$ cat config.mk
export PLATFORM = sky130hd
export DESIGN_NAME = stark_decode_queue_flat
export DESIGN_NICKNAME = d
export VERILOG_FILES = /design/src/rtl/stark_decode_queue_pkg.sv /design/src/rtl/stark_decode_queue_if.sv /design/src/rtl/stark_decq_ram.sv /design/src/rtl/stark_decode_queue.sv /design/src/flat_wrapper.sv
export SDC_FILE = /design/constraint.sdc
export NUM_CORES = 2
export LEC_CHECK = 0
export ABC_AREA = 1
export CAP_MARGIN = 30
export CORE_MARGIN = 10
export CORE_UTILIZATION = 60
export DETAILED_ROUTE_END_ITERATION = 7
export PLACE_DENSITY = 0.83
export RECOVER_POWER = 25
export SYNTH_ARGS = -nofsm -noshare
export SYNTH_HDL_FRONTEND = slang
export SYNTH_HIERARCHICAL = 1
export SYNTH_SLANG_ARGS = --single-unit
$ cat constraint.sdc
create_clock -name clk -period 13.7 [get_ports clk]
set_input_delay 2.74 -clock clk [delete_from_list [all_inputs] [get_ports clk]]
set_output_delay 2.74 -clock clk [all_outputs]
set_load 0.005 [all_outputs]
$ cat src/rtl/stark_decode_queue_pkg.sv
// Shared types for the decode queue: one decoded slot, one stored group entry,
// and the small helpers used by the queue control.
package stark_decode_queue_pkg;

    localparam int DECQ_DEPTH = 8;
    localparam int NSLOT      = 4;
    localparam int PCW        = 64;

    typedef struct packed {
        logic [7:0]  opc;
        logic [4:0]  rd;
        logic [4:0]  rs1;
        logic [4:0]  rs2;
        logic [11:0] imm;
        logic        nop;
    } decode_bus_t;

    localparam int DBW = $bits(decode_bus_t);

    typedef decode_bus_t [NSLOT-1:0] slot_db_t;

    typedef struct packed {
        logic [NSLOT-1:0] slot_v;
        slot_db_t         db;
        logic [PCW-1:0]   pc;
    } decq_entry_t;

    // A slot is worth forwarding to rename only when it is valid and not a NOP.
    function automatic logic [NSLOT-1:0] live_slots(input logic [NSLOT-1:0] slot_v,
                                                    input logic [NSLOT-1:0] nop);
        return slot_v & ~nop;
    endfunction

endpackage

$ cat src/rtl/stark_decode_queue_if.sv
// Group handshake between the decoder (master side) and the queue (slave side),
// carrying both the input group and the head group toward rename.
interface stark_decode_queue_if;
    import stark_decode_queue_pkg::*;

    logic                 in_v;
    logic                 in_rdy;
    logic [NSLOT-1:0]     in_slot_v;
    logic [NSLOT-1:0]     in_nop;
    logic [NSLOT*DBW-1:0] in_db;
    logic [PCW-1:0]       in_pc;

    logic                 out_v;
    logic                 out_rdy;
    logic [NSLOT-1:0]     out_slot_v;
    logic [NSLOT*DBW-1:0] out_db;
    logic [PCW-1:0]       out_pc;

    modport slave (
        input  in_v, in_slot_v, in_nop, in_db, in_pc, out_rdy,
        output in_rdy, out_v, out_slot_v, out_db, out_pc
    );

    modport master (
        output in_v, in_slot_v, in_nop, in_db, in_pc, out_rdy,
        input  in_rdy, out_v, out_slot_v, out_db, out_pc
    );

endinterface

$ cat src/rtl/stark_decq_ram.sv
// Group storage for the decode queue: one synchronous write port and one
// asynchronous read port. Contents are intentionally not reset.
module stark_decq_ram import stark_decode_queue_pkg::*; #(
    parameter int DEPTH = DECQ_DEPTH
) (
    input  logic                     clk,
    input  logic                     we_i,
    input  logic [$clog2(DEPTH)-1:0] waddr_i,
    input  decq_entry_t              wdata_i,
    input  logic [$clog2(DEPTH)-1:0] raddr_i,
    output decq_entry_t              rdata_o
);

    decq_entry_t mem_q [DEPTH];

    always_ff @(posedge clk) begin
        if (we_i) begin
            mem_q[waddr_i] <= wdata_i;
        end
    end

    assign rdata_o = mem_q[raddr_i];

endmodule

$ cat src/rtl/stark_decode_queue.sv
// Group FIFO between the decoder and rename: drops all-NOP groups, absorbs
// rename back-pressure, flushes in one cycle and counts full-queue stalls.
module stark_decode_queue import stark_decode_queue_pkg::*; #(
    parameter int DEPTH = DECQ_DEPTH
) (
    input  logic                       clk,
    input  logic                       rst,
    input  logic                       flush_i,
    stark_decode_queue_if.slave        q_if,
    output logic [$clog2(DEPTH+1)-1:0] count_o,
    output logic [31:0]                full_cycles_o
);

    localparam int AW = $clog2(DEPTH);
    localparam int CW = $clog2(DEPTH+1);

    logic [AW-1:0]    head_q, head_d;
    logic [AW-1:0]    tail_q, tail_d;
    logic [CW-1:0]    count_q, count_d;
    logic [31:0]      full_cycles_q, full_cycles_d;

    logic             full;
    logic             empty;
    logic             accept;
    logic             push;
    logic             pop;
    logic [NSLOT-1:0] live;
    decq_entry_t      wr_entry;
    decq_entry_t      rd_entry;

    assign full  = (count_q == CW'(DEPTH));
    assign empty = (count_q == '0);

    // in_rdy depends only on registered count, never on out_rdy.
    assign q_if.in_rdy = ~full;
    assign accept      = q_if.in_v & ~full;
    assign live        = live_slots(q_if.in_slot_v, q_if.in_nop);
    assign push        = accept & (|live) & ~flush_i;
    assign pop         = ~empty & q_if.out_rdy & ~flush_i;

    always_comb begin
        wr_entry        = '0;
        wr_entry.slot_v = live;
        wr_entry.db     = slot_db_t'(q_if.in_db);
        wr_entry.pc     = q_if.in_pc;
    end

    stark_decq_ram #(.DEPTH(DEPTH)) u_ram (
        .clk     (clk),
        .we_i    (push),
        .waddr_i (tail_q),
        .wdata_i (wr_entry),
        .raddr_i (head_q),
        .rdata_o (rd_entry)
    );

    assign q_if.out_v      = ~empty;
    assign q_if.out_slot_v = rd_entry.slot_v;
    assign q_if.out_db     = rd_entry.db;
    assign q_if.out_pc     = rd_entry.pc;

    always_comb begin
        head_d        = head_q;
        tail_d        = tail_q;
        count_d       = count_q;
        full_cycles_d = full_cycles_q;

        if (q_if.in_v && full && !flush_i && (full_cycles_q != '1)) begin
            full_cycles_d = full_cycles_q + 32'd1;
        end

        if (flush_i) begin
            head_d  = '0;
            tail_d  = '0;
            count_d = '0;
        end else begin
            if (push) tail_d = tail_q + AW'(1);
            if (pop)  head_d = head_q + AW'(1);
            case ({push, pop})
                2'b10:   count_d = count_q + CW'(1);
                2'b01:   count_d = count_q - CW'(1);
                default: count_d = count_q;
            endcase
        end
    end

    always_ff @(posedge clk or posedge rst) begin
        if (rst) begin
            head_q        <= '0;
            tail_q        <= '0;
            count_q       <= '0;
            full_cycles_q <= '0;
        end else begin
            head_q        <= head_d;
            tail_q        <= tail_d;
            count_q       <= count_d;
            full_cycles_q <= full_cycles_d;
        end
    end

    assign count_o       = count_q;
    assign full_cycles_o = full_cycles_q;

endmodule

$ cat src/flat_wrapper.sv
// flat-port wrapper written by rule: the top's interface ports become plain ports
module stark_decode_queue_flat import stark_decode_queue_pkg::*;
#(
    parameter int DEPTH = DECQ_DEPTH
)
  (clk, rst, flush_i, count_o, full_cycles_o, q_if_in_v, q_if_in_slot_v, q_if_in_nop, q_if_in_db, q_if_in_pc, q_if_out_rdy, q_if_in_rdy, q_if_out_v, q_if_out_slot_v, q_if_out_db, q_if_out_pc);
  stark_decode_queue_if q_if_i ();
  input  logic clk;
  input  logic rst;
  input  logic flush_i;
  output logic [$clog2(DEPTH+1)-1:0] count_o;
  output logic [31:0] full_cycles_o;
  input wire logic [$bits(q_if_i.in_v)-1:0] q_if_in_v;
  input wire logic [$bits(q_if_i.in_slot_v)-1:0] q_if_in_slot_v;
  input wire logic [$bits(q_if_i.in_nop)-1:0] q_if_in_nop;
  input wire logic [$bits(q_if_i.in_db)-1:0] q_if_in_db;
  input wire logic [$bits(q_if_i.in_pc)-1:0] q_if_in_pc;
  input wire logic [$bits(q_if_i.out_rdy)-1:0] q_if_out_rdy;
  output wire logic [$bits(q_if_i.in_rdy)-1:0] q_if_in_rdy;
  output wire logic [$bits(q_if_i.out_v)-1:0] q_if_out_v;
  output wire logic [$bits(q_if_i.out_slot_v)-1:0] q_if_out_slot_v;
  output wire logic [$bits(q_if_i.out_db)-1:0] q_if_out_db;
  output wire logic [$bits(q_if_i.out_pc)-1:0] q_if_out_pc;
  assign q_if_i.in_v = q_if_in_v;
  assign q_if_i.in_slot_v = q_if_in_slot_v;
  assign q_if_i.in_nop = q_if_in_nop;
  assign q_if_i.in_db = q_if_in_db;
  assign q_if_i.in_pc = q_if_in_pc;
  assign q_if_i.out_rdy = q_if_out_rdy;
  assign q_if_in_rdy = q_if_i.in_rdy;
  assign q_if_out_v = q_if_i.out_v;
  assign q_if_out_slot_v = q_if_i.out_slot_v;
  assign q_if_out_db = q_if_i.out_db;
  assign q_if_out_pc = q_if_i.out_pc;
  stark_decode_queue #(.DEPTH(DEPTH)) u_core (.clk(clk), .rst(rst), .flush_i(flush_i), .q_if(q_if_i), .count_o(count_o), .full_cycles_o(full_cycles_o));
endmodule
==> metrics.txt <==
status=finished with violations; failing checks=design-rule violations; Sw Ratio=0.305; sequential share of the synthesized area=0.680; Ys Warns=6; Final Instance Area=88100 um^2; Global Route Usage Sum=0.256; number of fill cells=8097; Post-DRT Antenna Nets=0; CP Max Fanout=236; synth-to-layout area growth=15.4%; Reg-to-Reg End=u_core/u_ram/mem_q[6][107]; Layout Nets=8373; Async S/R FF share, synth=0.0242; Pint=10.0 mW; Period minus WS final=8.27 ns; Arr. time, crit path=5.53 ns; R2R Setup Slk=9.45 ns; delay-heaviest family, CP=buffers and inverters; switching pwr=4.42 mW; Skew-Pair Late Insertion Delay=0.84 ns; HPWL Detailed=98800 um; CTS tree=done; die span in x=377 um; Post-Syn Nets=8002; share of the synthesized area in the top cell type=0.667; most common cell after layout, fill and taps aside=nand2_1; WL per Instance=18.6 um; Clock Skew=0.0255 ns; LEAKAGE=39.7 nW; Die Height=377 um; fin crit share=0.603; share of post-route cells with drive strength above 1=0.0404; CP Capture Point=q_if_out_db[13]; routed via count=53000; cell area after placement=82200 um^2; Buf/Inv on CP=4; Worst path depth=9; Fmax achieved=0.121 GHz; worst relative slew slack=0.162; clock share of power=0.327; Starting Density=0.606; MaxCap Viol Count=0; grt total ovfl=0; crit path capture type=output pin; Synth cell types=27; synthesis-stage register bit count=1738; clk root buf=clkbuf_16; Resize count post-CTS=0; CP required=10.96 ns; slowest CP cell=buf_4; TritonRoute pass-1 iters=8; CTS Hold Bufs=0; area leader, netlist=edfxtp_1; overall routed net length=186000 um; Max Buffers Root-to-Sink=3; clk slew on worst S/H paths=0.06 ns; Placeable Area=126000 um^2; num rows=130; final hold vios=0; vias in the first global route=52700; worst hold path depth=2; Final Setup Violations=0; setup repair bufs after CTS=0; Sequential Power Share=0.416; Power Density=164 nW/um^2; Max VDD drop=0.142 mV; I/O Buffers=470; Worst Setup SP=u_core/head_q[0]; FF-to-FF Start=u_core/count_o[3]; Post-synth top flop=edfxtp_1; CTS sink cnt=1738; final setup TNS=0 ns; logic gate share of total power=0.258; Tot Pwr=14.5 mW; RSZ-0062 raised after global routing=no; Iter 0 DRT Violations=5650; critical path class=reg2out; worst-path cell chain=inv_8 -> buf_12 -> buf_4 -> nand2_1 -> nand3_1 -> nand2_1 -> nand2_1 -> nand2_1 -> clkdlybuf4s50_1; Worst R2R Path Depth=9; first-pass GRT wire length=285000 um; # IOs=471; Setup crit start kind=register; most frequent cells in the layout=nand2_1, inv_1, edfxtp_1, nand3_1, clkdlybuf4s50_1; synthesized area=76400 um^2; largest cells by area after synthesis=edfxtp_1, nand2_1, inv_1; Worst Hold Class=reg2reg; H-tree depth=4; CP most frequent cell=nand2_1; DRC=5; Post-Syn Instances=7775; initial antenna violation count=64; die area=142000 um^2; Post-Syn Area per Cell=9.83 um^2; vias per cell=5.32; total CTS buffers=171; RePlAce Congestion=0.871; Post-synth EDFFs=1696; WHS=0.542 ns; Slew Viols, Final=0; crit-path max cell delay=0.94 ns; largest net degree at the start of global routing=237; Worst Tran Pin Value=1.26 ns
==> how the worst min path moves through the flow <==
stage	from	end	slack, ns
6_report	u_core/full_cycles_o[31]	u_core/full_cycles_o[31]	0.54
5_1_grt	u_core/full_cycles_o[11]	u_core/full_cycles_o[11]	0.57
4_1_cts	u_core/full_cycles_o[11]	u_core/full_cycles_o[11]	0.55
3_5_place_dp	u_core/full_cycles_o[11]	u_core/full_cycles_o[11]	0.53
3_3_place_gp	u_core/full_cycles_o[11]	u_core/full_cycles_o[11]	0.52
2_1_floorplan	u_core/head_q[2]	u_core/head_q[2]	0.43
==> per-stage QoR <==
step | utilization | instances | worst slack (ns)
2_1_floorplan | - | 7775 | 0.747
3_3_place_gp | 0.652 | 9615 | 6.54
3_5_place_dp | 0.652 | 9618 | 6.41
4_1_cts | 0.697 | 9931 | 5.50
5_1_grt | 0.699 | 9959 | 5.20
6_report | 0.699 | 9973 | 5.43
==> Yosys cell counts (6+ instances only) <==
cell type / number
buf_1: 25
buf_2: 174
buf_4: 51
clkbuf_1: 83
dfrtp_1: 42
edfxtp_1: 1696
inv_1: 1747
inv_2: 6
nand2_1: 2962
nand3_1: 880
nand4_1: 7
nor2_1: 44
nor3_1: 9
o21ai_0: 6
xor2_1: 12
==> cell families after synthesis <==
| group | Yosys count | share of synthesized area |
|---|---|---|
| buf+inv | 2089 | 0.108 |
| xor+xnor | 17 | 0.00195 |
| flops | 1738 | 0.680 |
| compound gates | 10 | 0.000655 |
| fa+ha+maj | 6 | 0.00108 |
| simple gates | 3915 | 0.208 |
==> metal layers <==
| layer | part of all wire | GRT usage | wire length [um] | vias up |
|---|---|---|---|---|
| met5 | 0.0018 | 0 | 332 | - |
| li1 | - | - | - | 24900 |
| met4 | 0.032 | 0.110 | 5900 | 54 |
| met2 | 0.49 | 0.437 | 91900 | 2659 |
| met1 | 0.37 | 0.310 | 68300 | 24900 |
| met3 | 0.10 | 0.0619 | 19400 | 466 |
==> power by group through the flow <==
| stage | combinational (mW) | sequential, mW | clock [mW] |
|---|---|---|---|
| 2_1_floorplan | 2.17 | 6.11 | 0 |
| 3_3_place_gp | 3.50 | 6.11 | 0 |
| 3_5_place_dp | 3.64 | 6.12 | 0 |
| 4_1_cts | 3.70 | 6.01 | 4.78 |
| 5_1_grt | 4.09 | 6.02 | 4.99 |
| 6_report | 3.72 | 6.01 | 4.73 |
==> flip-flops by register name (all words and copies together), names as in the netlist <==
register	cells
u_core/full_cycles_o	32
u_core/tail_q	3
u_core/count_o	4
u_core/u_ram/mem_q	1696
u_core/head_q	3
==> cell type report <==
| cell class | instances | area, um^2 | share of cell area |
|---|---|---|---|
| inverter | 1754 | 6610 | 0.0749 |
| timing repair buffer | 533 | 5480 | 0.0621 |
| antenna | 37 | 92.6 | 0.00105 |
| tap | 1650 | 2060 | 0.0234 |
| sequential | 1738 | 52000 | 0.590 |
| clock buffer | 213 | 4480 | 0.0508 |
| multi-input combinational | 3948 | 16200 | 0.184 |
| clock inverter | 100 | 1220 | 0.0138 |
==> worst reg2reg max path, delay by kind of cell, from the launching register on <==
family | cells | cell delay, ns
AND/OR/NAND/NOR | 4 | 1.12
flip-flops | 1 | 0.44
AO/OA/AOI/OAI | 1 | 0.23
buffers and inverters | 4 | 1.94
Power figures use the tool's default switching activity.
